[src/rtl/peripheral_spram_biu_master_tl.sv]
// BIU-side initiator for the SPRAM path: executes fill/read-out block commands
// as a sequence of single beats, with at most one bus transaction outstanding.
module peripheral_spram_biu_master_tl #(
    parameter int unsigned XLEN = 64,
    parameter int unsigned PLEN = 64,
    parameter int unsigned LENW = 16
) (
    input  logic            clk,
    input  logic            rst,
    input  logic            cmd_valid_i,
    output logic            cmd_ready_o,
    input  logic            cmd_we_i,
    input  logic [PLEN-1:0] cmd_addr_i,
    input  logic [LENW-1:0] cmd_len_i,
    input  logic [XLEN-1:0] cmd_seed_i,
    input  logic [2:0]      cmd_prot_i,
    output logic            rd_valid_o,
    output logic [XLEN-1:0] rd_data_o,
    input  logic            rd_ready_i,
    output logic            done_o,
    output logic            err_o,
    output logic [LENW-1:0] beats_o,
    output logic            biu_stb_o,
    input  logic            biu_stb_ack_i,
    input  logic            biu_d_ack_i,
    output logic [PLEN-1:0] biu_adri_o,
    input  logic [PLEN-1:0] biu_adro_i,
    output logic [2:0]      biu_size_o,
    output logic [2:0]      biu_type_o,
    output logic [2:0]      biu_prot_o,
    output logic            biu_lock_o,
    output logic            biu_we_o,
    output logic [XLEN-1:0] biu_d_o,
    input  logic [XLEN-1:0] biu_q_i,
    input  logic            biu_ack_i,
    input  logic            biu_err_i
);

    localparam int unsigned BEAT_BYTES = XLEN / 8;
    localparam logic [2:0]  BIU_SIZE   = 3'($clog2(BEAT_BYTES));

    typedef enum logic [2:0] {
        S_IDLE  = 3'd0,
        S_REQ   = 3'd1,
        S_RESP  = 3'd2,
        S_RDOUT = 3'd3,
        S_DONE  = 3'd4
    } state_t;

    state_t          state_q, state_d;
    logic [PLEN-1:0] addr_q, addr_d;
    logic [LENW-1:0] len_q, len_d;
    logic [XLEN-1:0] data_q, data_d;
    logic [XLEN-1:0] rd_data_q, rd_data_d;
    logic [2:0]      prot_q, prot_d;
    logic            we_q, we_d;
    logic [LENW-1:0] beats_q, beats_d;
    logic            err_q, err_d;
    logic            ready_q, ready_d;
    logic            stb_q, stb_d;
    logic            rd_valid_q, rd_valid_d;
    logic            done_q, done_d;
    logic            take_ack;
    logic            next_beat;

    // Pipelined-bus side channels carry nothing this initiator needs.
    logic unused_c;
    assign unused_c = ^{biu_d_ack_i, biu_adro_i};

    // Next-state, datapath updates and registered-output decode.
    always_comb begin
        state_d   = state_q;
        addr_d    = addr_q;
        len_d     = len_q;
        data_d    = data_q;
        rd_data_d = rd_data_q;
        prot_d    = prot_q;
        we_d      = we_q;
        beats_d   = beats_q;
        err_d     = err_q;
        take_ack  = 1'b0;
        next_beat = 1'b0;

        case (state_q)
            S_IDLE: begin
                if (ready_q && cmd_valid_i) begin
                    addr_d  = cmd_addr_i;
                    len_d   = cmd_len_i;
                    data_d  = cmd_seed_i;
                    prot_d  = cmd_prot_i;
                    we_d    = cmd_we_i;
                    beats_d = '0;
                    err_d   = 1'b0;
                    state_d = (cmd_len_i == '0) ? S_DONE : S_REQ;
                end
            end
            S_REQ: begin
                if (biu_stb_ack_i) begin
                    if (biu_err_i) begin
                        err_d   = 1'b1;
                        state_d = S_DONE;
                    end else if (biu_ack_i) begin
                        take_ack = 1'b1;
                    end else begin
                        state_d = S_RESP;
                    end
                end
            end
            S_RESP: begin
                if (biu_err_i) begin
                    err_d   = 1'b1;
                    state_d = S_DONE;
                end else if (biu_ack_i) begin
                    take_ack = 1'b1;
                end
            end
            S_RDOUT: begin
                if (rd_ready_i) begin
                    next_beat = 1'b1;
                end
            end
            S_DONE: begin
                state_d = S_IDLE;
            end
            default: begin
                state_d = S_IDLE;
            end
        endcase

        // A completed beat: writes move on, reads park the data for the consumer.
        if (take_ack) begin
            beats_d = beats_q + LENW'(1);
            if (we_q) begin
                next_beat = 1'b1;
            end else begin
                rd_data_d = biu_q_i;
                state_d   = S_RDOUT;
            end
        end

        // Either finish the block or step address/pattern for the next beat.
        if (next_beat) begin
            if (beats_d == len_q) begin
                state_d = S_DONE;
            end else begin
                addr_d  = addr_q + PLEN'(BEAT_BYTES);
                data_d  = data_q + XLEN'(1);
                state_d = S_REQ;
            end
        end

        ready_d    = (state_d == S_IDLE);
        stb_d      = (state_d == S_REQ);
        rd_valid_d = (state_d == S_RDOUT);
        done_d     = (state_d == S_DONE);
    end

    // State and output registers with synchronous reset.
    always_ff @(posedge clk) begin
        if (rst) begin
            state_q    <= S_IDLE;
            addr_q     <= '0;
            len_q      <= '0;
            data_q     <= '0;
            rd_data_q  <= '0;
            prot_q     <= '0;
            we_q       <= 1'b0;
            beats_q    <= '0;
            err_q      <= 1'b0;
            ready_q    <= 1'b0;
            stb_q      <= 1'b0;
            rd_valid_q <= 1'b0;
            done_q     <= 1'b0;
        end else begin
            state_q    <= state_d;
            addr_q     <= addr_d;
            len_q      <= len_d;
            data_q     <= data_d;
            rd_data_q  <= rd_data_d;
            prot_q     <= prot_d;
            we_q       <= we_d;
            beats_q    <= beats_d;
            err_q      <= err_d;
            ready_q    <= ready_d;
            stb_q      <= stb_d;
            rd_valid_q <= rd_valid_d;
            done_q     <= done_d;
        end
    end

    assign cmd_ready_o = ready_q;
    assign rd_valid_o  = rd_valid_q;
    assign rd_data_o   = rd_data_q;
    assign done_o      = done_q;
    assign err_o       = err_q;
    assign beats_o     = beats_q;
    assign biu_stb_o   = stb_q;
    assign biu_adri_o  = addr_q;
    assign biu_size_o  = BIU_SIZE;
    assign biu_type_o  = 3'd0;
    assign biu_prot_o  = prot_q;
    assign biu_lock_o  = 1'b0;
    assign biu_we_o    = we_q;
    assign biu_d_o     = data_q;

endmodule

[config.mk]
export PLATFORM = sky130hd
export DESIGN_NAME = peripheral_spram_biu_master_tl
export DESIGN_NICKNAME = d
export VERILOG_FILES = /design/src/rtl/peripheral_spram_biu_master_tl.sv
export SDC_FILE = /design/constraint.sdc
export NUM_CORES = 1
export LEC_CHECK = 0
export BUFFER_PORTS_ARGS = -buffer_cell sky130_fd_sc_hd__buf_4
export CAP_MARGIN = 20
export CORE_MARGIN = 8
export CORE_UTILIZATION = 30
export CTS_CLUSTER_SIZE = 40
export DETAILED_ROUTE_END_ITERATION = 8
export SYNTH_ARGS = -nofsm -noshare
export SYNTH_HDL_FRONTEND = slang
export SYNTH_SLANG_ARGS = --single-unit
[constraint.sdc]
create_clock -name clk -period 8.46 [get_ports clk]
set_clock_uncertainty 0.15 [all_clocks]
set_input_delay 0.846 -clock clk [delete_from_list [all_inputs] [get_ports clk]]
set_output_delay 0.846 -clock clk [all_outputs]
set_load 0.01 [all_outputs]
Yosys cells after proc, flatten, opt, wreduce, memory -nomap -nowiden:

Index checks and enable logic that the tools add are counted.

* flip-flop bits (word level): 236
* bits in latches: 0
* bits in writable memories: 0
* ROM bits: 0
* memories kept: 0

* $add $sub $neg: 3
* multiply operators: 0
* div/mod/pow operators: 0
* magnitude comparators: 0
* equal/unequal tests: 9
* shift operators: 0
* mux-type cells: 34
* bitwise gates (word level): 1
* reduce and logical (&&, ||, !) cells: 8

Operators with widths (count)
* 64-bit 2-to-1 mux: 8
* 64-bit by 1-bit adder with 64-bit output (second input constant): 1
* 64-bit by 4-bit adder with 64-bit output (second input constant): 1
* 16-bit 2-to-1 mux: 3
* 3-bit 2-to-1 mux: 10
* 16-bit by 1-bit adder with 16-bit output (second input constant): 1
* 16-bit equality test: 1
* 16-bit zero test: 1
* 3-bit case mux with 4 select lines: 1
* 1-bit 2-to-1 mux: 10
* 3-bit by 2-bit equality test with 1-bit output (second input constant): 3
* 3-bit by 1-bit equality test with 1-bit output (second input constant): 2
* 3-bit zero test: 2
* 2-bit != test (second input constant): 2
* 2-bit AND reduction: 2
* 3-bit equality test (second input constant): 1
* 1-bit case mux with 3 select lines: 1
* 3-bit AND reduction: 1
* 3-bit nonzero test: 1
* 1-bit case mux with 2 select lines: 1
* 1-bit logical AND: 1
* 1-bit inverter: 1

Logic depth before layout (Yosys ltp):

* word-level depth: 9
* depth in mapped cells: 16
* mapped depth without buffers: 10

Least setup slack after synthesis:

Ideal clock, no wire load.

* path type: input port to flip-flop
* from: input biu_err_i
* to: register data_q[29] (netlist: biu_d_o[29])
* arrival: 3.529 ns
* slack: 4.659 ns
* stages: 12
* buffers on the path: 3
* cell sequence: or3b_1 -> a211oi_1 -> mux2i_1 -> o311a_1 -> o211ai_1 -> or4_1 -> buf_2 -> o21ai_4 -> buf_4 -> buf_6 -> a21oi_1 -> a311o_1

* longest elaborated chain between the ends: 7
* elaborated cells on any way between the ends: 8
* classes of those cells: 1 x eq/ne; 7 x mux

RTL lines
* from (decl): line 36 `input logic biu_err_i`
* 1-bit 2-to-1 mux *: line 110 `if (biu_err_i) begin`
* 1-bit 2-to-1 mux: line 98 `if (biu_stb_ack_i) begin`
* 1-bit case mux with 2 select lines *: line 84 `case (state_q)`
* 16-bit 2-to-1 mux: line 131 `if (take_ack) begin`
* 16-bit equality test: line 143 `if (beats_d == len_q) begin`
* 64-bit 2-to-1 mux: line 143
* 64-bit 2-to-1 mux *: line 142 `if (next_beat) begin`
* to (signal assigned): line 178 `data_q <= data_d;`
* to (decl): line 53 `logic [XLEN-1:0] data_q, data_d;`

Every way passes the cells marked *; elsewhere a longest branch is shown, timed or not.
A chain may end at the register's enable or synchronous reset.

Worst setup path in the final report:

* from: register state_q[2]
* to: register data_q[60] (netlist: biu_d_o[60])

* longest elaborated chain between the ends: 6
* elaborated cells on any way between the ends: 14
* classes of those cells: 4 x eq/ne; 9 x mux; 1 x reduce/logical

RTL lines
* from (decl): line 50 `state_t state_q, state_d;`
* from (signal assigned): line 175 `state_q <= state_d;`
* 3-bit by 2-bit equality test with 1-bit output (tied with other cells): line 84
* 1-bit case mux with 2 select lines or 16-bit 2-to-1 mux (tied branches): line 84
* 16-bit 2-to-1 mux: line 131
* 16-bit equality test: line 143
* 64-bit 2-to-1 mux: line 143
* 64-bit 2-to-1 mux *: line 142

Marks and branches as above.

==> flow_metrics.env <==
export IMPL_synth_common_cells="nand2_1, dfxtp_1, a21oi_1, nand3_1, clkbuf_1"
export IMPL_synth_cell_types=77
export IMPL_crit_path_end="biu_d_o[60]"
export IMPL_ir_drop_uv=135
export IMPL_core_um2=42900
export IMPL_powerDensity_nw_per_um2=174
export IMPL_crit_required_ns=8.76
export IMPL_cts_made_buffers=29
export IMPL_hold_violations=0
export IMPL_synth_seq_cells=236
export IMPL_cts_sinks=236
export IMPL_status="completed"
export IMPL_finalCritPeriodShare_pct=59.4
export IMPL_vias=15100
export IMPL_dr_first_iter_drc_count=1335
export IMPL_synth_warnings=0
export IMPL_cp_max_fo=108
export IMPL_holdCritPathClass="reg2reg"
export IMPL_regToRegStartpoint="state_q[2]"
export IMPL_setup_viol=0
export IMPL_yosysSeqAreaShare_pct=36.4
export IMPL_cap_violations=0
export IMPL_leakage_nw=6.61
export IMPL_fmax_mhz=199
export IMPL_startpoint_type="flop"
export IMPL_top_level_ports=508
export IMPL_path_clk_slew_ns=0.06
export IMPL_netlist_area_um2=13000
export IMPL_period_minus_slack_ns=5.02
export IMPL_placed_area_um2=16600
export IMPL_fin_nets=2384
export IMPL_synthArstFlopShare_pct=0
export IMPL_synthTopCellsByArea="dfxtp_1, nand2_1, a21oi_1"
export IMPL_dieArea_um2=50100
export IMPL_relSlewSlack_pct=29.0
export IMPL_synth_area_per_cell_um2=7.45
export IMPL_via_per_inst=5.60
export IMPL_cts_resized=0
export IMPL_cp_arrival_ns=5.32
export IMPL_grt_max_degree=109
export IMPL_grt_ovfl_total=0
export IMPL_hpwl_um=41400
export IMPL_portBuffers=435
export IMPL_tightest_slew_ns=1.07
export IMPL_finalSetupTns_ns=0
export IMPL_fin_util_pct=41.0
export IMPL_die_w_um=224
export IMPL_layout_drive_gt1_share_pct=25.3
export IMPL_power_w=0.00305
export IMPL_area_delta_synth_final_pct=35.6
export IMPL_finalMaxSlewViolations=0
export IMPL_drt_pass1_iter_count=5
export IMPL_row_count=76
export IMPL_antenna_found_initial=5
export IMPL_die_h_um=224
export IMPL_rsz0062_at_grt="no"
export IMPL_grt_pass1_vias=14400
export IMPL_synth_largest_area_cell="dfxtp_1"
export IMPL_rr_worst_depth=10
export IMPL_wl_um=57600
export IMPL_post_route_cell_area_um2=17600
export IMPL_detail_route_wl_per_cell_um=21.3
export IMPL_critPathLaunch="state_q[2]"
export IMPL_critPathKind="reg2reg"
export IMPL_cts_tree="built"
export IMPL_cts_hold_buf=0
export IMPL_synth_top_area_share_pct=36.4
export IMPL_routabilityCongestion=0.887
export IMPL_reg2reg_slack_ns=3.44
export IMPL_start_util_pct=30.2
export IMPL_clk_path_buf_depth=3
export IMPL_grt_pass1_wl_um=87100
export IMPL_cts_setup_buffers=0
export IMPL_critPathCaptureType="flop"
export IMPL_gr_usage_all_layers_pct=21.6
export IMPL_netlist_instances=1741
export IMPL_synth_enable_flop_cells=0
export IMPL_ant_nets=0
export IMPL_drc=0
export IMPL_clk_latency_ns=0.57
export IMPL_synth_flop_cell="dfxtp_1"
export IMPL_root_buffer="clkbuf_16"
export IMPL_synth_most_common_cell="nand2_1"
export IMPL_rr_endpoint="biu_d_o[60]"
export IMPL_cts_htree_levels=1
## cell usage in the layout, fill, tap and decap left out, drive strengths merged, types with 7 or more instances in the layout
cell type and count:
a21oi 124, nor2 81, inv 32, a22oi 25, buf 455, nor2b 20
or4 44, clkbuf 45, nand2 364, nand3 114, and4 13, a32oi 10
a211oi 10, conb 7, nand4 38, and3 50, nor3 48, a31o 11
dfxtp 236, or3 24, a21boi 11, o21a 11, o22ai 12, nor4 22
xnor2 9, o211ai 20, o21ai 49, o31ai 12, nor3b 7, o31a 7
and2 20, o311ai 33, a31oi 69
## cells by family (layout without fill, tap and decap cells)
logic type | Yosys count | count (layout) | synth area share, %
and+or+nand+nor | 868 | 868 | 33.1
other | 2 | 9 | 0.0579
muxes | 5 | 5 | 0.405
DFF | 236 | 236 | 36.4
AOI/OAI and AO/OA | 448 | 448 | 23.2
xor gates and xnor gates | 13 | 13 | 0.984
adders and majority gates | 3 | 3 | 0.289
buffers and inverters | 166 | 538 | 5.55
## registers in the layout, summed over array words and instances, names as in the netlist
name,count
beats_o,16
biu_adri_o,64
biu_d_o,64
biu_prot_o,3
biu_stb_o,1
biu_we_o,1
cmd_ready_o,1
done_o,1
err_o,1
len_q,16
rd_data_o,64
rd_valid_o,1
state_q,3
## final cells by class
| type | count | area (µm²) |
|---|---|---|
| repair buffers | 455 | 3430 |
| clock inverters | 7 | 67.6 |
| well taps | 585 | 732 |
| diodes | 2 | 5.00 |
| inverters | 31 | 116 |
| multi-input cells | 1344 | 7600 |
| flip-flops and latches | 236 | 4720 |
| clock buffers | 45 | 906 |
| fillers | 4414 | 25300 |
## how the worst min path moves through the flow
| stage | end | slack (ns) | cells past startpoint | startpoint |
|---|---|---|---|---|
| detailed placement | rd_data_o[12] | 0.30 | 2 | rd_data_o[12] |
| finish | rd_data_o[12] | 0.30 | 2 | rd_data_o[12] |
| global route | rd_data_o[12] | 0.32 | 2 | rd_data_o[12] |
| CTS | rd_data_o[12] | 0.30 | 2 | rd_data_o[12] |
| floorplan | len_q[14] | 0.30 | 2 | len_q[14] |
| global placement | rd_data_o[45] | 0.29 | 2 | rd_data_o[45] |
## critical path, cell delays in order, from the launching register on
cell,delay [ns]
dfxtp_1,0.71
inv_1,0.34
nand2_4,0.61
and3_1,0.32
o31a_1,0.17
o2111ai_1,0.21
or4_1,0.73
o21ai_4,0.64
buf_12,0.41
nor4_1,0.12
o31a_1,0.29
## per-layer routing
layer | up-vias | global-route usage, % | part of all wire (%) | routed length, µm
met3 | 75 | 7.21 | 11 | 6130
met5 | - | 0 | 0.069 | 40
met2 | 642 | 33.8 | 45 | 25700
met1 | 7268 | 28.2 | 42 | 24300
met4 | 6 | 5.69 | 2.4 | 1390
li1 | 7157 | - | - | -
## report_power, final
part / total (W) / switching [W] / internal (W)
logic: 0.000524 / 0.000300 / 0.000225
clock network: 0.00127 / 0.000514 / 0.000760
registers: 0.00125 / 0.0000823 / 0.00117
total: 0.00305 / 0.000896 / 0.00216
## stage by stage
stage,setup WS (ns),std cells,hold slack (ns)
5_1_grt,3.18,2703,0.321
3_5_place_dp,3.17,2651,0.297
4_1_cts,3.56,2703,0.305
3_3_place_gp,3.22,2651,0.293
6_report,3.44,2705,0.303
2_1_floorplan,4.66,1746,0.300
Note: power is estimated with default switching activity, not from simulation.
